<file path="config.mk">
export PLATFORM = sky130hd
export DESIGN_NAME = mj32_control_fsm_flat
export DESIGN_NICKNAME = d
export VERILOG_FILES = /design/src/rtl/mj32_control_fsm_if.sv /design/src/rtl/mj32_control_fsm.sv /design/src/flat_wrapper.sv
export SDC_FILE = /design/constraint.sdc
export NUM_CORES = 1
export LEC_CHECK = 0
export CAP_MARGIN = 30
export CORE_MARGIN = 2
export CORE_UTILIZATION = 49
export DETAILED_ROUTE_END_ITERATION = 16
export GPL_TIMING_DRIVEN = 0
export PLACE_DENSITY_LB_ADDON = 0.05
export SYNTH_ARGS = -nofsm -noshare
export SYNTH_HDL_FRONTEND = slang
export SYNTH_SLANG_ARGS = --single-unit
</file>
<file path="constraint.sdc">
create_clock -name clk -period 1.7 [get_ports clk]
set_input_delay 0.255 -clock clk [delete_from_list [all_inputs] [get_ports clk]]
set_output_delay 0.255 -clock clk [all_outputs]
set_load 0.02 [all_outputs]
</file>
<file path="src/rtl/mj32_control_fsm_if.sv">
// rtl/mj32_control_fsm_if.sv - MJ32 control sequencer handshake/strobe bundle
interface mj32_control_fsm_if #(
    parameter int RET_W = 32
);
    logic             imem_req;
    logic             imem_ack;
    logic             ir_load;
    logic             register_type;
    logic             immediate_type;
    logic             load_type;
    logic             store_type;
    logic             branch_type;
    logic             call_type;
    logic             load_immediate_type;
    logic             jump_type;
    logic             branch_taken;
    logic             alu_en;
    logic             dmem_req;
    logic             dmem_we;
    logic             dmem_ack;
    logic             reg_we;
    logic             pc_we;
    logic [1:0]       pc_sel;
    logic             trap;
    logic [2:0]       state;
    logic [RET_W-1:0] retired_count;

    modport master (
        output imem_req, ir_load, alu_en, dmem_req, dmem_we, reg_we, pc_we,
               pc_sel, trap, state, retired_count,
        input  imem_ack, dmem_ack, branch_taken,
               register_type, immediate_type, load_type, store_type,
               branch_type, call_type, load_immediate_type, jump_type
    );

    modport slave (
        input  imem_req, ir_load, alu_en, dmem_req, dmem_we, reg_we, pc_we,
               pc_sel, trap, state, retired_count,
        output imem_ack, dmem_ack, branch_taken,
               register_type, immediate_type, load_type, store_type,
               branch_type, call_type, load_immediate_type, jump_type
    );
endinterface

</file>
<file path="src/rtl/mj32_control_fsm.sv">
// rtl/mj32_control_fsm.sv - MJ32 multi-cycle control sequencer
module mj32_control_fsm #(
    parameter int MEM_TIMEOUT = 15,
    parameter int RET_W       = 32
) (
    input  logic                   clk,
    input  logic                   rst,
    mj32_control_fsm_if.master     bus
);
    typedef enum logic [2:0] {
        S_IDLE      = 3'd0,
        S_FETCH     = 3'd1,
        S_DECODE    = 3'd2,
        S_EXECUTE   = 3'd3,
        S_MEMORY    = 3'd4,
        S_WRITEBACK = 3'd5,
        S_TRAP      = 3'd7
    } state_e;

    localparam int C_REG  = 7;
    localparam int C_IMM  = 6;
    localparam int C_LD   = 5;
    localparam int C_ST   = 4;
    localparam int C_BR   = 3;
    localparam int C_CALL = 2;
    localparam int C_LI   = 1;
    localparam int C_JMP  = 0;

    localparam logic [7:0] TMO = 8'(MEM_TIMEOUT);

    state_e           state_q, state_d;
    logic [7:0]       cnt_q, cnt_d;
    logic [7:0]       cls_q, cls_d;
    logic             taken_q, taken_d;
    logic [RET_W-1:0] ret_q, ret_d;

    logic [7:0] flags;
    logic       flags_one;
    logic [7:0] cnt_inc;

    logic       imem_req, ir_load, alu_en, dmem_req, dmem_we;
    logic       reg_we, pc_we, trap;
    logic [1:0] pc_sel;

    assign flags = {bus.register_type, bus.immediate_type, bus.load_type,
                    bus.store_type, bus.branch_type, bus.call_type,
                    bus.load_immediate_type, bus.jump_type};
    assign flags_one = (flags != 8'd0) && ((flags & (flags - 8'd1)) == 8'd0);
    // Saturating wait count; reaching TMO without ack means the memory hung.
    assign cnt_inc = (cnt_q >= TMO) ? TMO : cnt_q + 8'd1;

    always_ff @(posedge clk or posedge rst) begin
        if (rst) begin
            state_q <= S_IDLE;
            cnt_q   <= 8'd0;
            cls_q   <= 8'd0;
            taken_q <= 1'b0;
            ret_q   <= '0;
        end else begin
            state_q <= state_d;
            cnt_q   <= cnt_d;
            cls_q   <= cls_d;
            taken_q <= taken_d;
            ret_q   <= ret_d;
        end
    end

    always_comb begin
        state_d  = state_q;
        cnt_d    = 8'd0;
        cls_d    = cls_q;
        taken_d  = taken_q;
        ret_d    = ret_q;
        imem_req = 1'b0;
        ir_load  = 1'b0;
        alu_en   = 1'b0;
        dmem_req = 1'b0;
        dmem_we  = 1'b0;
        reg_we   = 1'b0;
        pc_we    = 1'b0;
        pc_sel   = 2'b00;
        trap     = 1'b0;
        case (state_q)
            S_IDLE: state_d = S_FETCH;
            S_FETCH: begin
                imem_req = 1'b1;
                if (bus.imem_ack) begin
                    ir_load = 1'b1;
                    state_d = S_DECODE;
                end else begin
                    cnt_d = cnt_inc;
                    if (cnt_inc >= TMO) state_d = S_TRAP;
                end
            end
            S_DECODE: begin
                cls_d   = flags;
                state_d = flags_one ? S_EXECUTE : S_TRAP;
            end
            S_EXECUTE: begin
                alu_en  = 1'b1;
                taken_d = bus.branch_taken;
                state_d = (cls_q[C_LD] || cls_q[C_ST]) ? S_MEMORY : S_WRITEBACK;
            end
            S_MEMORY: begin
                dmem_req = 1'b1;
                dmem_we  = cls_q[C_ST];
                if (bus.dmem_ack) begin
                    state_d = S_WRITEBACK;
                end else begin
                    cnt_d = cnt_inc;
                    if (cnt_inc >= TMO) state_d = S_TRAP;
                end
            end
            S_WRITEBACK: begin
                pc_we  = 1'b1;
                reg_we = cls_q[C_REG] | cls_q[C_IMM] | cls_q[C_LD] |
                         cls_q[C_LI]  | cls_q[C_CALL] | cls_q[C_JMP];
                if (cls_q[C_JMP])                pc_sel = 2'b10;
                else if (cls_q[C_CALL])          pc_sel = 2'b11;
                else if (cls_q[C_BR] && taken_q) pc_sel = 2'b01;
                ret_d   = ret_q + 1'b1;
                state_d = S_FETCH;
            end
            S_TRAP: begin
                trap    = 1'b1;
                state_d = S_TRAP;
            end
            default: state_d = S_TRAP;
        endcase
    end

    assign bus.imem_req      = imem_req;
    assign bus.ir_load       = ir_load;
    assign bus.alu_en        = alu_en;
    assign bus.dmem_req      = dmem_req;
    assign bus.dmem_we       = dmem_we;
    assign bus.reg_we        = reg_we;
    assign bus.pc_we         = pc_we;
    assign bus.pc_sel        = pc_sel;
    assign bus.trap          = trap;
    assign bus.state         = state_q;
    assign bus.retired_count = ret_q;
endmodule

</file>
<file path="src/flat_wrapper.sv">
// flat-port wrapper written by rule: the top's interface ports become plain ports
module mj32_control_fsm_flat 
#(
    parameter int MEM_TIMEOUT = 15,
    parameter int RET_W       = 32
)
  (clk, rst, bus_imem_req, bus_ir_load, bus_alu_en, bus_dmem_req, bus_dmem_we, bus_reg_we, bus_pc_we, bus_pc_sel, bus_trap, bus_state, bus_retired_count, bus_imem_ack, bus_dmem_ack, bus_branch_taken, bus_register_type, bus_immediate_type, bus_load_type, bus_store_type, bus_branch_type, bus_call_type, bus_load_immediate_type, bus_jump_type);
  mj32_control_fsm_if #(.RET_W(RET_W)) bus_i ();
  input  logic clk;
  input  logic rst;
  output wire logic [$bits(bus_i.imem_req)-1:0] bus_imem_req;
  output wire logic [$bits(bus_i.ir_load)-1:0] bus_ir_load;
  output wire logic [$bits(bus_i.alu_en)-1:0] bus_alu_en;
  output wire logic [$bits(bus_i.dmem_req)-1:0] bus_dmem_req;
  output wire logic [$bits(bus_i.dmem_we)-1:0] bus_dmem_we;
  output wire logic [$bits(bus_i.reg_we)-1:0] bus_reg_we;
  output wire logic [$bits(bus_i.pc_we)-1:0] bus_pc_we;
  output wire logic [$bits(bus_i.pc_sel)-1:0] bus_pc_sel;
  output wire logic [$bits(bus_i.trap)-1:0] bus_trap;
  output wire logic [$bits(bus_i.state)-1:0] bus_state;
  output wire logic [$bits(bus_i.retired_count)-1:0] bus_retired_count;
  input wire logic [$bits(bus_i.imem_ack)-1:0] bus_imem_ack;
  input wire logic [$bits(bus_i.dmem_ack)-1:0] bus_dmem_ack;
  input wire logic [$bits(bus_i.branch_taken)-1:0] bus_branch_taken;
  input wire logic [$bits(bus_i.register_type)-1:0] bus_register_type;
  input wire logic [$bits(bus_i.immediate_type)-1:0] bus_immediate_type;
  input wire logic [$bits(bus_i.load_type)-1:0] bus_load_type;
  input wire logic [$bits(bus_i.store_type)-1:0] bus_store_type;
  input wire logic [$bits(bus_i.branch_type)-1:0] bus_branch_type;
  input wire logic [$bits(bus_i.call_type)-1:0] bus_call_type;
  input wire logic [$bits(bus_i.load_immediate_type)-1:0] bus_load_immediate_type;
  input wire logic [$bits(bus_i.jump_type)-1:0] bus_jump_type;
  assign bus_imem_req = bus_i.imem_req;
  assign bus_ir_load = bus_i.ir_load;
  assign bus_alu_en = bus_i.alu_en;
  assign bus_dmem_req = bus_i.dmem_req;
  assign bus_dmem_we = bus_i.dmem_we;
  assign bus_reg_we = bus_i.reg_we;
  assign bus_pc_we = bus_i.pc_we;
  assign bus_pc_sel = bus_i.pc_sel;
  assign bus_trap = bus_i.trap;
  assign bus_state = bus_i.state;
  assign bus_retired_count = bus_i.retired_count;
  assign bus_i.imem_ack = bus_imem_ack;
  assign bus_i.dmem_ack = bus_dmem_ack;
  assign bus_i.branch_taken = bus_branch_taken;
  assign bus_i.register_type = bus_register_type;
  assign bus_i.immediate_type = bus_immediate_type;
  assign bus_i.load_type = bus_load_type;
  assign bus_i.store_type = bus_store_type;
  assign bus_i.branch_type = bus_branch_type;
  assign bus_i.call_type = bus_call_type;
  assign bus_i.load_immediate_type = bus_load_immediate_type;
  assign bus_i.jump_type = bus_jump_type;
  mj32_control_fsm #(.MEM_TIMEOUT(MEM_TIMEOUT), .RET_W(RET_W)) u_core (.clk(clk), .rst(rst), .bus(bus_i));
endmodule
</file>
Word level (Yosys, flattened, before mapping)
Cells that the tools add are included.
{ "totals": {"ff_bits": 52, "input_bits": 13, "output_inout_bits": 45, "word_cells": 52} }
{ "op_classes": {"n_addsub": 3, "magnitude_cmp": 2, "eq_ne": 6, "muxes": 23, "bitwise_logic": 6, "n_reduce_logical": 7} }
{ "ops": {"columns": ["op", "n"], "rows": [
  ["$add 32x1->32 const B", 1],
  ["$mux 8", 3],
  ["$ge 8x4->1 const B", 2],
  ["$pmux 8 s2", 1],
  ["$pmux 3 s5", 1],
  ["$mux 3", 4],
  ["$mux 1", 11],
  ["$eq 3x3->1 const B", 3],
  ["$add 8x1->8 const B", 1],
  ["$and 8x8->8", 1],
  ["$logic_not 8->1", 1],
  ["$reduce_bool 8->1", 1],
  ["$sub 8x1->8 const B", 1],
  ["$eq 3x2->1 const B", 2],
  ["$mux 2", 3],
  ["$or 1x1->1", 5],
  ["$eq 3x1->1 const B", 1],
  ["$logic_not 3->1", 1],
  ["$logic_and 1x1->1", 2],
  ["$reduce_or 2->1", 1],
  ["$logic_or 1x1->1", 1]
]} }

Logic depth before layout (Yosys ltp)
{ "depth": {"ltp_word": 6, "ltp_mapped": 6, "depth_no_buf": 5} }

Worst setup path before layout
OpenSTA, ideal clock, no wires.
{ "synth_timing": {"kind": "reg2out", "from": "register u_core.state_q[2], in the netlist u_core.bus.state[2]", "to": "output bus_ir_load", "t_arrival_ps": 1693, "setup_slack_ps": -248, "path_stages_with_launch": 4, "path_buffers": 1, "cell_sequence": "dfrtp_1 clkbuf_1 nor3b_1 and2_1"} }
{ "synth_between": {"elab_chain_cells": 2} }
{ "synth_rtl": {"columns": ["item", "line_no", "rtl"], "rows": [
  ["start, declared", "mj32_control_fsm.sv:31", "state_e state_q, state_d;"],
  ["start signal, assigned", "mj32_control_fsm.sv:60", "state_q <= state_d;"],
  ["$eq 3x1->1", "mj32_control_fsm.sv:83", "case (state_q)"],
  ["$mux 1", "mj32_control_fsm.sv:83", null],
  ["end, declared", "flat_wrapper.sv:12", "output wire logic [$bits(bus_i.ir_load)-1:0] bus_ir_load;"]
]} }
No other way between the ends.

Worst setup path after layout
{ "layout_timing": {"from": "register u_core.cls_q[7]", "to": "output bus_reg_we"} }
{ "layout_between": {"elab_chain_cells": 6} }
{ "layout_rtl": {"columns": ["item", "line_no", "rtl"], "rows": [
  ["start, declared", "mj32_control_fsm.sv:33", "logic [7:0] cls_q, cls_d;"],
  ["start signal, assigned", "mj32_control_fsm.sv:62", "cls_q <= cls_d;"],
  ["$or 1x1->1 (3 in series)", "mj32_control_fsm.sv:116", "reg_we = cls_q[C_REG] | cls_q[C_IMM] | cls_q[C_LD] |"],
  ["$or 1x1->1 (2 in series)", "mj32_control_fsm.sv:117", "cls_q[C_LI] | cls_q[C_CALL] | cls_q[C_JMP];"],
  ["$mux 1", "mj32_control_fsm.sv:83", null],
  ["end, declared", "flat_wrapper.sv:16", "output wire logic [$bits(bus_i.reg_we)-1:0] bus_reg_we;"]
]} }
No other way between the ends.

==> flow_summary.json <==
{
  "outcome": "complete, but fails checks",
  "violations": "negative setup slack",
  "seq_area_frac_synth": 0.531,
  "vias_per_cell": 5.26,
  "core_area_um2": 4790,
  "setup_tns_ns": -0.0407,
  "portBuffers": 57,
  "r2r_slack_ns": 0.04,
  "cts_buffer_depth": 2,
  "fin_worst_skew_ns": 0.0120,
  "finalMaxSlewViolations": 0,
  "place_inst": 351,
  "vias": 1962,
  "start_kind": "flip-flop",
  "synth_ff_type": "dfrtp_1",
  "critical_path_class": "flip-flop to primary output",
  "worstMarginPinSlew_ns": 0.562,
  "period_share": 1.02,
  "dpl_cell_area_um2": 3150,
  "drt_iter0_drc": 99,
  "syn-cell-area_um2": 2450,
  "fp.dieW_um": 74.7,
  "synth_enable_flop_cells": 0,
  "io_pins": 58,
  "start_util": 0.512,
  "fill_cells": 365,
  "cts_tree": "yes",
  "rsz0062_at_grt": "yes",
  "n_antenna_cell": 0,
  "slew_headroom": 0.622,
  "grt_pass1_wl_mm": 8.58,
  "areaGrowthSynthToFinish_pct": 43.6,
  "drt-total-wl_mm": 5.41,
  "final_area_um2": 3520,
  "overflow": 0,
  "drc": 0,
  "dp_slack_ns": -0.248,
  "synth_warnings": 0,
  "firstDrtPassIters": 4,
  "die_area_um2": 5580,
  "rows": 25,
  "hpwl_mm": 3.70,
  "cp.arrival_ns": 1.49,
  "hold_path.class": "input port to asynchronous set/reset pin",
  "crit_path_max_fanout": 2,
  "holdWs_ns": 0.169,
  "grt_max_degree": 45,
  "setup_violations": 1,
  "fin_crit_ns": 1.74,
  "antenna_found_initial": 0,
  "clkLatencyLatePin_ns": 0.30,
  "cts_hold_buf": 0,
  "synth_cell_types": 44,
  "cts.sinks": 52,
  "ant_nets": 0,
  "vdd_drop_max_mv": 0.872,
  "die_y_um": 74.7,
  "h-tree-depth": 2,
  "layout-drive-gt1-share": 0.222,
  "hold_viol": 0,
  "p_leak_nw": 1.63,
  "numCtsBuffers": 5,
  "grtUsageTotal": 0.203,
  "synth_cells": 223,
  "cap_viol_max_count": 0,
  "final_cells": 373,
  "synth.avg_cell_area_um2": 11.0,
  "nNetsFinal": 320,
  "crit_path_end_kind": "primary output",
  "routedWlPerCell_um": 14.5,
  "setup_ws_ns": -0.0407,
  "crit_required_ns": 1.44,
  "clock-root-buffer": "clkbuf_8",
  "grt_pass1_vias": 1812,
  "gp_congestion": 0.797,
  "async_flop_share": 1.00,
  "clock.fmax_ghz": 0.574,
  "p_per_area_nw_per_um2": 1280,
  "synth_seq_cells": 52,
  "cts.clk_slew.worst_paths_ns": 0.09
}
==> through the flow <==
stage,power [mW],util
after floorplan,2.49,-
after global placement,3.04,0.653
after detailed placement,3.07,0.658
after CTS,4.26,0.699
after global routing,4.74,0.736
final,4.49,0.736
==> critical path, stage by stage, from the launching register on <==
cell	delay, ns
dfrtp_1	0.39
nor4_1	0.53
a21oi_4	0.11
buf_6	0.15
==> state kept, by name (all words and copies together), names as in the netlist <==
register / flops
u_core.cls_q: 8
u_core.taken_q: 1
u_core.bus.state: 3
u_core.bus.retired_count: 32
u_core.cnt_q: 8
==> area by class of cell <==
class                      instances  area [µm²]  share of cell area
buffer                             7        78.8              0.0224
clock buffer                       5        68.8              0.0195
clock inverter                     3        90.1              0.0256
inverter                           6        22.5             0.00640
multi-input combinational        161        1180               0.335
sequential                        52        1300               0.370
tap                               67        83.8              0.0238
timing repair buffer              72         693               0.197
==> metal layers <==
metal	vias to the layer above	global-route usage	wire, µm
met1	960	0.285	2490
met3	5	0.0509	229
li1	955	-	-
met5	-	0	0
met2	42	0.314	2640
met4	0	0.0615	48
==> repair_timing <==
item	CTS	global route
resized for setup	52	41
endpoints found under the hold margin	0	0
setup endpoints to repair	36	45
buffers inserted	4	8
gates cloned	0	2
pin swaps	4	5
==> layout by cell type, fill, tap and decap left out, types with 4 or more instances in the layout <==
cell / netlist / layout
a21oi_1: 9 / 8
and3_1: 5 / 5
buf_4: 1 / 15
buf_6: 1 / 11
clkbuf_8: 0 / 5
clkdlybuf4s50_1: 0 / 38
conb_1: 1 / 4
dfrtp_1: 52 / 50
dlymetal6s2s_1: 0 / 6
inv_1: 6 / 5
mux2_2: 9 / 9
nand2_1: 13 / 13
nand2b_1: 6 / 6
nand3_1: 16 / 16
nand4_1: 13 / 13
nor2_1: 14 / 14
xnor2_1: 26 / 26
xor2_1: 7 / 7
==> power by group <==
group          leakage, nW  internal, mW  switching [mW]
logic                0.869         0.834           0.852
clock network       0.0784         0.735           0.395
registers            0.679          1.47           0.209
==> logic make-up (layout without fill, tap and decap cells) <==
family	count (synthesis)	after routing	synth area share
flip-flops	52	52	0.531
XOR/XNOR	33	33	0.118
adder cells (fa/ha/maj)	3	3	0.0143
other	1	4	0.00153
multiplexers	9	9	0.0413
AND/OR/NAND/NOR	93	93	0.218
buffers and inverters	13	93	0.0260
AO/OA/AOI/OAI	19	19	0.0495
==> worst paths after layout <==
kind / from / endpoint / cells past startpoint
hold reg to reg: u_core.bus.retired_count[31] / u_core.bus.retired_count[31] / 1
hold / removal: rst / u_core.cls_q[4] / 2
setup reg to reg: u_core.bus.state[1] / u_core.bus.retired_count[6] / 6
max in group asynchronous: rst / u_core.bus.retired_count[8] / 3
setup / recovery: u_core.cls_q[7] / bus_reg_we / 3
min in group clk: u_core.bus.retired_count[31] / u_core.bus.retired_count[31] / 1
==> cell usage after synthesis (all sizes together), types with 5 or more instances <==
cell | instances | area share
a21oi | 9 | 0.018
and3 | 6 | 0.016
buf | 5 | 0.014
dfrtp | 52 | 0.53
inv | 6 | 0.0092
mux2 | 9 | 0.041
nand2 | 13 | 0.020
nand2b | 6 | 0.015
nand3 | 16 | 0.033
nand4 | 14 | 0.038
nor2 | 14 | 0.021
nor4 | 6 | 0.021
xnor2 | 26 | 0.093
xor2 | 7 | 0.025
(Power assumes the default switching activity.)
